**src/rtl/serial_add_ctrl.sv**
```systemverilog
// Bit-serial adder sequencer: one full-adder cell reused LSB-first over WIDTH cycles.
// Optional SERIAL_ADD_SUB_EN adds a `sub` input for a - b via inverted B and carry-in of 1.
module serial_add_ctrl #(
    parameter int WIDTH = 8
) (
    input  logic             clk,
    input  logic             rst_n,
    input  logic             start,
    input  logic [WIDTH-1:0] a,
    input  logic [WIDTH-1:0] b,
    input  logic             cin,
`ifdef SERIAL_ADD_SUB_EN
    input  logic             sub,
`endif
    output logic             busy,
    output logic             done,
    output logic [WIDTH-1:0] sum,
    output logic             cout
);

    localparam int CW = $clog2(WIDTH + 1);
    localparam logic [CW-1:0] LAST = CW'(WIDTH - 1);

    typedef enum logic [1:0] {IDLE, RUN, DONE} state_t;

    state_t           state_q;
    logic [WIDTH-1:0] a_sh_q;
    logic [WIDTH-1:0] b_sh_q;
    // Holds only S_sh[WIDTH-1:1]; bit 0 of the full shift register is never read.
    logic [WIDTH-2:0] s_sh_q;
    logic             carry_q;
    logic [CW-1:0]    cnt_q;
    logic             busy_q;
    logic             done_q;
    logic [WIDTH-1:0] sum_q;
    logic             cout_q;

    logic             s_bit;
    logic             carry_d;
    logic [WIDTH-1:0] sum_d;
    logic [WIDTH-1:0] b_load;
    logic             c_load;

    always_comb begin
        s_bit   = a_sh_q[0] ^ b_sh_q[0] ^ carry_q;
        carry_d = (a_sh_q[0] & b_sh_q[0]) | (carry_q & (a_sh_q[0] ^ b_sh_q[0]));
        sum_d   = {s_bit, s_sh_q};
`ifdef SERIAL_ADD_SUB_EN
        b_load  = sub ? ~b : b;
        c_load  = sub ? 1'b1 : cin;
`else
        b_load  = b;
        c_load  = cin;
`endif
    end

    always_ff @(posedge clk or negedge rst_n) begin
        if (!rst_n) begin
            state_q <= IDLE;
            a_sh_q  <= '0;
            b_sh_q  <= '0;
            s_sh_q  <= '0;
            carry_q <= 1'b0;
            cnt_q   <= '0;
            busy_q  <= 1'b0;
            done_q  <= 1'b0;
            sum_q   <= '0;
            cout_q  <= 1'b0;
        end else begin
            case (state_q)
                IDLE: begin
                    if (start) begin
                        a_sh_q  <= a;
                        b_sh_q  <= b_load;
                        carry_q <= c_load;
                        cnt_q   <= '0;
                        busy_q  <= 1'b1;
                        state_q <= RUN;
                    end
                end
                RUN: begin
                    carry_q <= carry_d;
                    a_sh_q  <= a_sh_q >> 1;
                    b_sh_q  <= b_sh_q >> 1;
                    s_sh_q  <= sum_d[WIDTH-1:1];
                    cnt_q   <= cnt_q + CW'(1);
                    if (cnt_q == LAST) begin
                        sum_q   <= sum_d;
                        cout_q  <= carry_d;
                        done_q  <= 1'b1;
                        state_q <= DONE;
                    end
                end
                DONE: begin
                    done_q  <= 1'b0;
                    busy_q  <= 1'b0;
                    state_q <= IDLE;
                end
                default: state_q <= IDLE;
            endcase
        end
    end

    assign busy = busy_q;
    assign done = done_q;
    assign sum  = sum_q;
    assign cout = cout_q;

endmodule
```
**config.mk**
```make
export PLATFORM = sky130hd
export DESIGN_NAME = serial_add_ctrl
export DESIGN_NICKNAME = d
export VERILOG_FILES = /design/src/rtl/serial_add_ctrl.sv
export SDC_FILE = /design/constraint.sdc
export NUM_CORES = 1
export LEC_CHECK = 0
export BUFFER_PORTS_ARGS = -buffer_cell sky130_fd_sc_hd__buf_2
export CORE_ASPECT_RATIO = 1.5
export CORE_MARGIN = 1
export CORE_UTILIZATION = 49
export DETAILED_ROUTE_END_ITERATION = 7
export PLACE_DENSITY_LB_ADDON = 0.1
export SLEW_MARGIN = 5
export SYNTH_ARGS = -nofsm -noshare
export SYNTH_HDL_FRONTEND = slang
export SYNTH_SLANG_ARGS = --single-unit
```
**constraint.sdc**
```tcl
create_clock -name clk -period 1.4 [get_ports clk]
set_input_delay 0.28 -clock clk [delete_from_list [all_inputs] [get_ports clk]]
set_output_delay 0.28 -clock clk [all_outputs]
set_load 0.05 [all_outputs]
```
==> flow_summary.ini, run 1 <==
[sta]
worst_slack_ps = -21.5
tightest_slew_ps = 266
slew_headroom_pct = 82.2
period_needed_ps = 1420
finalHoldViolations = 0
skew_ps = 2.59
period_share_pct = 102
maxSlewViolCount = 0
max_freq_ghz = 0.704
rsz0062_at_grt = true
setup_viol = 8

[cells_and_area]
antenna_cells = 0
drive_gt1_share_pct = 42.2
final_cell_area_um2 = 2260
nNetsFinal = 213
syn2layout_area_growth_pct = 28.1

[synthesis]
yosys-top-cells-count = dfrtp_1 (41), nand2_1 (21), a22oi_1 (15)
syn_area_per_cell_um2 = 12.4
ys_seq_area_share_pct = 58.2
syn_nets = 164
synth_top_area_share_pct = 58.2
synth_edf_count = 0
synthFlopType = dfrtp_1
yosysWarnings = 0
synthDistinctLibCells = 26
synth_top_family_by_area = compound AO/OA/AOI/OAI gates
synthMuxAreaShare_pct = 12.5
synth.top_cells.by_area = dfrtp_1 (58%), mux2_4 (6.8%), a22oi_1 (6.4%), mux2_2 (5.1%), nand2_1 (4.5%)
synth.most_common_cell = dfrtp_1
synth-xor-area-share_pct = 0
synth_seq_cells = 41
synth_area_leader_cell = dfrtp_1
synth_adder_area_share_pct = 1.85
synth_compound_area_share_pct = 14.3
synthSimpleGateAreaFrac_pct = 8.52
syn_area_um2 = 1760
async_reset_ff_share_pct = 100
postSynthCellCount = 142

[setup_path]
crit_arrival_ps = 1600
crit_required_ps = 1580
path_cells = ha_2, nand2_2, nor3_4, buf_12, mux2_4
crit_path_end_kind = flop
start_kind = flop
crit_type = flop to flop
slowest_delay_ps = 370
slowest_stage = dfrtp_1
cp_max_fo = 8

[detailed_routing]
drtIter0Drc = 25
avgViaCountPerCell = 5.39
drc = 0
wl_met2_um = 1880
dr_wl_met3_um = 108
first_pass_iters = 4
routedWlPerCell_um = 14.3
wirelength_um = 3350
highest_layer = met4
routedLengthMet1_um = 1310
via_count = 1261
ant_nets = 0

[power]
p_leak_uw = 0.00107
finalPower_uw = 5630
vdd_drop_max_mv = 1.30
p_clk_share_pct = 19.9
power_density_nw_per_um2 = 2490
p_sw_share_pct = 36.8
p_seq_share_pct = 35.6
p_comb_share_pct = 44.5
p_switching_uw = 2070
p_int_uw = 3560

[floorplanning]
rows = 26
die_area_um2 = 3840
die_w_um = 51.0
ioPinCount = 31
die_h_um = 75.4
coreArea_um2 = 3420
start_util_pct = 51.6

[clock_network]
cts_root_buf = clkbuf_8
cts_tree = yes
clk_pin_slew_worst_paths_ps = 80
cts_max_level = 2
clk_latency_ps = 290
cts.sinks = 41
cts_buffers = 5
clk_path_buf_depth = 2

[hold_path]
hold_path_class = input port to flop

[place]
hpwl_um = 2330
portBuffers = 30
pre_cts_slack_ps = -36.4
globalplace.congestion = 0.801
dpl_cell_area_um2 = 2060

[global_route]
gr-usage-all-layers_pct = 20.2
overflow = 0
grt_pass1_wl_um = 5550
first_global_vias = 1244
grt_max_degree = 42
antenna_found_initial = 0

[run_status]
failed_checks = setup timing
outcome = finished with violations

[run]
maxCapViolCount = 0
## power groups by stage
stage               combinational, µW  sequential [µW]  clock (µW)
floorplan                        1300             2440           0
global placement                 2340             2000           0
detailed placement               2420             2020           0
CTS                              2500             2010        1150
global route                     2740             2080        1190
finish                           2500             2010        1120
## flip-flops by register name, indices dropped and copies added (netlist names)
signal,cells
a_sh_q,8
b_sh_q,8
sum,8
s_sh_q,7
cnt_q,4
state_q,2
busy,1
carry_q,1
cout,1
done,1
## placed cells by master (no fill, tap or decap), types with 2 or more instances in the layout
cell       instances
nand3_1            3
dfrtp_1           41
o21ai_0            9
buf_4             17
clkbuf_8           5
o21ai_1            9
nor2_1             2
buf_12             3
bufinv_16          2
mux2_2             7
a22oi_1           15
mux2_4             9
buf_2             30
nand2_1           20
inv_1              2
a22o_1             2
## area by class of cell
cell class,instances,area (µm²)
Sequential cell,41,1030
Timing Repair Buffer,52,359
Tap cell,42,52.6
Fill cell,259,1160
Multi-Input combinational cell,89,678
Inverter,2,7.51
Clock buffer,5,68.8
Clock inverter,3,65.1
## final timing paths
| path | startpoint | endpoint | slack (ps) | cells past startpoint |
|---|---|---|---|---|
| min in group asynchronous | rst_n | cnt_q[3] | 480 | 3 |
| worst max register to register | cnt_q[1] | sum[3] | -20 | 5 |
| worst max-delay path | cnt_q[1] | sum[3] | -20 | 5 |
| worst min-delay path | a[7] | a_sh_q[7] | 210 | 2 |
| max in group asynchronous | rst_n | b_sh_q[5] | 720 | 3 |
| worst min register to register | b_sh_q[3] | b_sh_q[3] | 490 | 2 |
## what timing repair did
| item | 4_1_cts | 5_1_grt |
|---|---|---|
| gates resized for setup | 5 | 2 |
| buffers inserted | 3 | 1 |
| pin swaps | 2 | 2 |
| hold buffers | 1 | 0 |
| setup endpoints to repair | 10 | 10 |
| endpoints found under the hold margin | 41 | 0 |
## cells by family (layout without fill, tap and decap cells)
kind of cell / count (synthesis) / in the layout
flip-flops: 41 / 41
AO/OA/AOI/OAI: 39 / 39
AND/OR/NAND/NOR: 31 / 31
multiplexers: 17 / 17
buffers and inverters: 12 / 62
adder cells (fa/ha/maj): 2 / 2
## through the flow
step	cells	TNS (ps)	utilization, %	hold WS [ps]
finish	234	-146	66.1	206
global route	234	-687	66.1	200
CTS	233	-294	65.6	198
detailed placement	221	-250	60.2	272
global placement	221	0	60.2	263
floorplan	142	0	-	-15.6
## worst max-delay path, delay by kind of cell, from the launching register on
kind	cells	cell delay, ps
AND/OR/NAND/NOR	2	280
adder cells (fa/ha/maj)	1	200
buffers and inverters	1	170
flip-flops	1	370
multiplexers	1	300
## routing by layer
metal	track usage (%)	up-vias
met5	0	-
li1	-	598
met1	22.0	628
met4	9.88	0
met3	6.19	6
met2	35.5	29
(Power assumes the default switching activity.)
==> run 2, diff against run 1 <==
--- a/config.mk
+++ b/config.mk
@@ -6,9 +6,11 @@
 export NUM_CORES = 1
 export LEC_CHECK = 0
 export BUFFER_PORTS_ARGS = -buffer_cell sky130_fd_sc_hd__buf_2
+export CELL_PAD_IN_SITES_DETAIL_PLACEMENT = 1
+export CELL_PAD_IN_SITES_GLOBAL_PLACEMENT = 1
 export CORE_ASPECT_RATIO = 1.5
 export CORE_MARGIN = 1
-export CORE_UTILIZATION = 49
+export CORE_UTILIZATION = 39
 export DETAILED_ROUTE_END_ITERATION = 7
 export PLACE_DENSITY_LB_ADDON = 0.1
 export SLEW_MARGIN = 5
==> run 2 against run 1 <==
The run still ends with setup timing left. Maximum frequency hardly changed. Clock power shrank 33%. Worst setup slack hardly changed. Total power is 5.1% lower. Sequential power about the same. Sequential share of layout area up 0.43 points. Routed wire length is 17% higher.
==> flow_summary.ini, run 2 (synthesis results as in run 1) <==
[sta]
period_needed_ps = 1420
setup-tns-final_ps = -144
skew_ps = 9.99
timing.hold.ws_ps = 205
maxSlewViolCount = 0
max_freq_ghz = 0.703
finalHoldViolations = 0
setup_viol = 8
slew_headroom_pct = 72.3
tightest_slew_ps = 416
rsz0062_at_grt = true
period_share_pct = 102
worst_slack_ps = -21.7

[setup_path]
cp-startpoint = cnt_q[0]
slowest_stage = dfrtp_1
r2r_end = sum[3]
path_cells = ha_2, nand2_2, nor3_4, buf_12, mux2_4
r2r_start = cnt_q[0]
crit_end = sum[3]
crit_required_ps = 1570
slowest_delay_ps = 360
r2r_cells = 5
crit_path_end_kind = flop
crit_arrival_ps = 1590
crit_type = flop to flop
cp_top_family = flip-flops
r2r_slack_ps = -20
crit_cells = 5
start_kind = flop
cp.buffers_inverters = 1
cp_max_fo = 9

[clock_network]
cts.sinks = 41
clk_path_buf_depth = 2
clk_latency_ps = 290
cts_root_buf = clkbuf_8
cts_tree = yes
clk_pin_slew_worst_paths_ps = 80
cts_buffers = 5
cts_max_level = 2

[power]
vdd_drop_max_mv = 0.876
p_clk_share_pct = 14.1
p_leak_uw = 0.00106
power_density_nw_per_um2 = 2390
p_int_uw = 3230
p_comb_share_pct = 48.2
p_switching_uw = 2120
finalPower_uw = 5340
p_seq_share_pct = 37.7
p_sw_share_pct = 39.6

[global_route]
antenna_found_initial = 0
gr-usage-all-layers_pct = 18.6
first_global_vias = 1450
overflow = 0
grt_max_degree = 27
grt_pass1_wl_um = 6840

[run]
maxCapViolCount = 0

[detailed_routing]
first_pass_iters = 4
wirelength_um = 3930
drtIter0Drc = 25
ant_nets = 0
drc = 0
via_count = 1279
avgViaCountPerCell = 5.31
routedWlPerCell_um = 16.3

[cells_and_area]
mostFrequentLayoutCells = dfrtp_1 (41), buf_2 (30), nand2_1 (20), buf_4 (20), a22oi_1 (15)
syn2layout_area_growth_pct = 26.9
final_common_cell = dfrtp_1
nNetsFinal = 216
antenna_cells = 0
instances_no_fill = 241
drive_gt1_share_pct = 43.1

[place]
globalplace.congestion = 0.801
pre_cts_slack_ps = -60.0
hpwl_um = 2910
dpl.cell_count = 227
portBuffers = 30

[floorplanning]
die_area_um2 = 4800
start_util_pct = 41.1
die_h_um = 84.3
coreArea_um2 = 4280
ioPinCount = 31
rows = 29
die_w_um = 56.9

[hold_path]
hold_path_class = input port to flop

[run_status]
failed_checks = setup timing
outcome = finished with violations
[run 2: changes by cell type in the layout (fill, tap and decap cells not counted), sizes merged]
| cell | delta |
|---|---|
| bufinv | -2 |
| clkbuf | +1 |
| buf | +2 |
| clkinv | +1 |
| clkdlybuf4s15 | +1 |
[run 2: power groups by stage]
stage / Combinational (µW) / Clock [µW] / Sequential [µW]
2_1_floorplan: 1300 / 0 / 2440
3_3_place_gp: 2370 / 0 / 2010
3_5_place_dp: 2490 / 0 / 2050
4_1_cts: 2550 / 774 / 2030
5_1_grt: 2820 / 830 / 2080
6_report: 2580 / 751 / 2020
[run 2: cell type report]
type                       instances  area, µm²
clock inverter                     2       10.0
clock buffer                       6       72.6
fill                             457       2050
inverter                           2       7.51
sequential                        41       1030
timing repair buffer              55        382
tap                               46       57.6
multi-input combinational         89        681
[run 2: how the worst min path moves through the flow]
stage,end,depth (start not counted),slack (ps),from
2_1_floorplan,a_sh_q[0],0,-20,rst_n
3_3_place_gp,cnt_q[3],1,240,rst_n
3_5_place_dp,cnt_q[3],1,240,rst_n
4_1_cts,a_sh_q[7],2,200,a[7]
5_1_grt,a_sh_q[7],2,210,a[7]
6_report,a_sh_q[7],2,200,a[7]
[run 2: routing by layer]
layer | GRT usage, % | routed length, µm | up-vias
met4 | 5.32 | 45 | 0
met2 | 33.9 | 2210 | 27
met5 | 0 | 0 | -
met1 | 21.7 | 1570 | 647
met3 | 4.16 | 105 | 4
li1 | - | - | 601
[run 2: through the flow]
step                area [µm²]  utilization [%]
finish                    2240             52.2
global route              2240             52.2
CTS                       2200             51.4
detailed placement        2080             48.5
global placement          2080             48.5
floorplan                 1760                -
[run 2: what timing repair did]
action | 4_1_cts | 5_1_grt
resized for setup | 4 | 3
endpoints found under the setup margin | 14 | 12
gates cloned | 0 | 1
buffers inserted | 2 | 2
pin swaps | 0 | 0
hold buffers | 1 | 0
hold endpoints to repair | 15 | 0
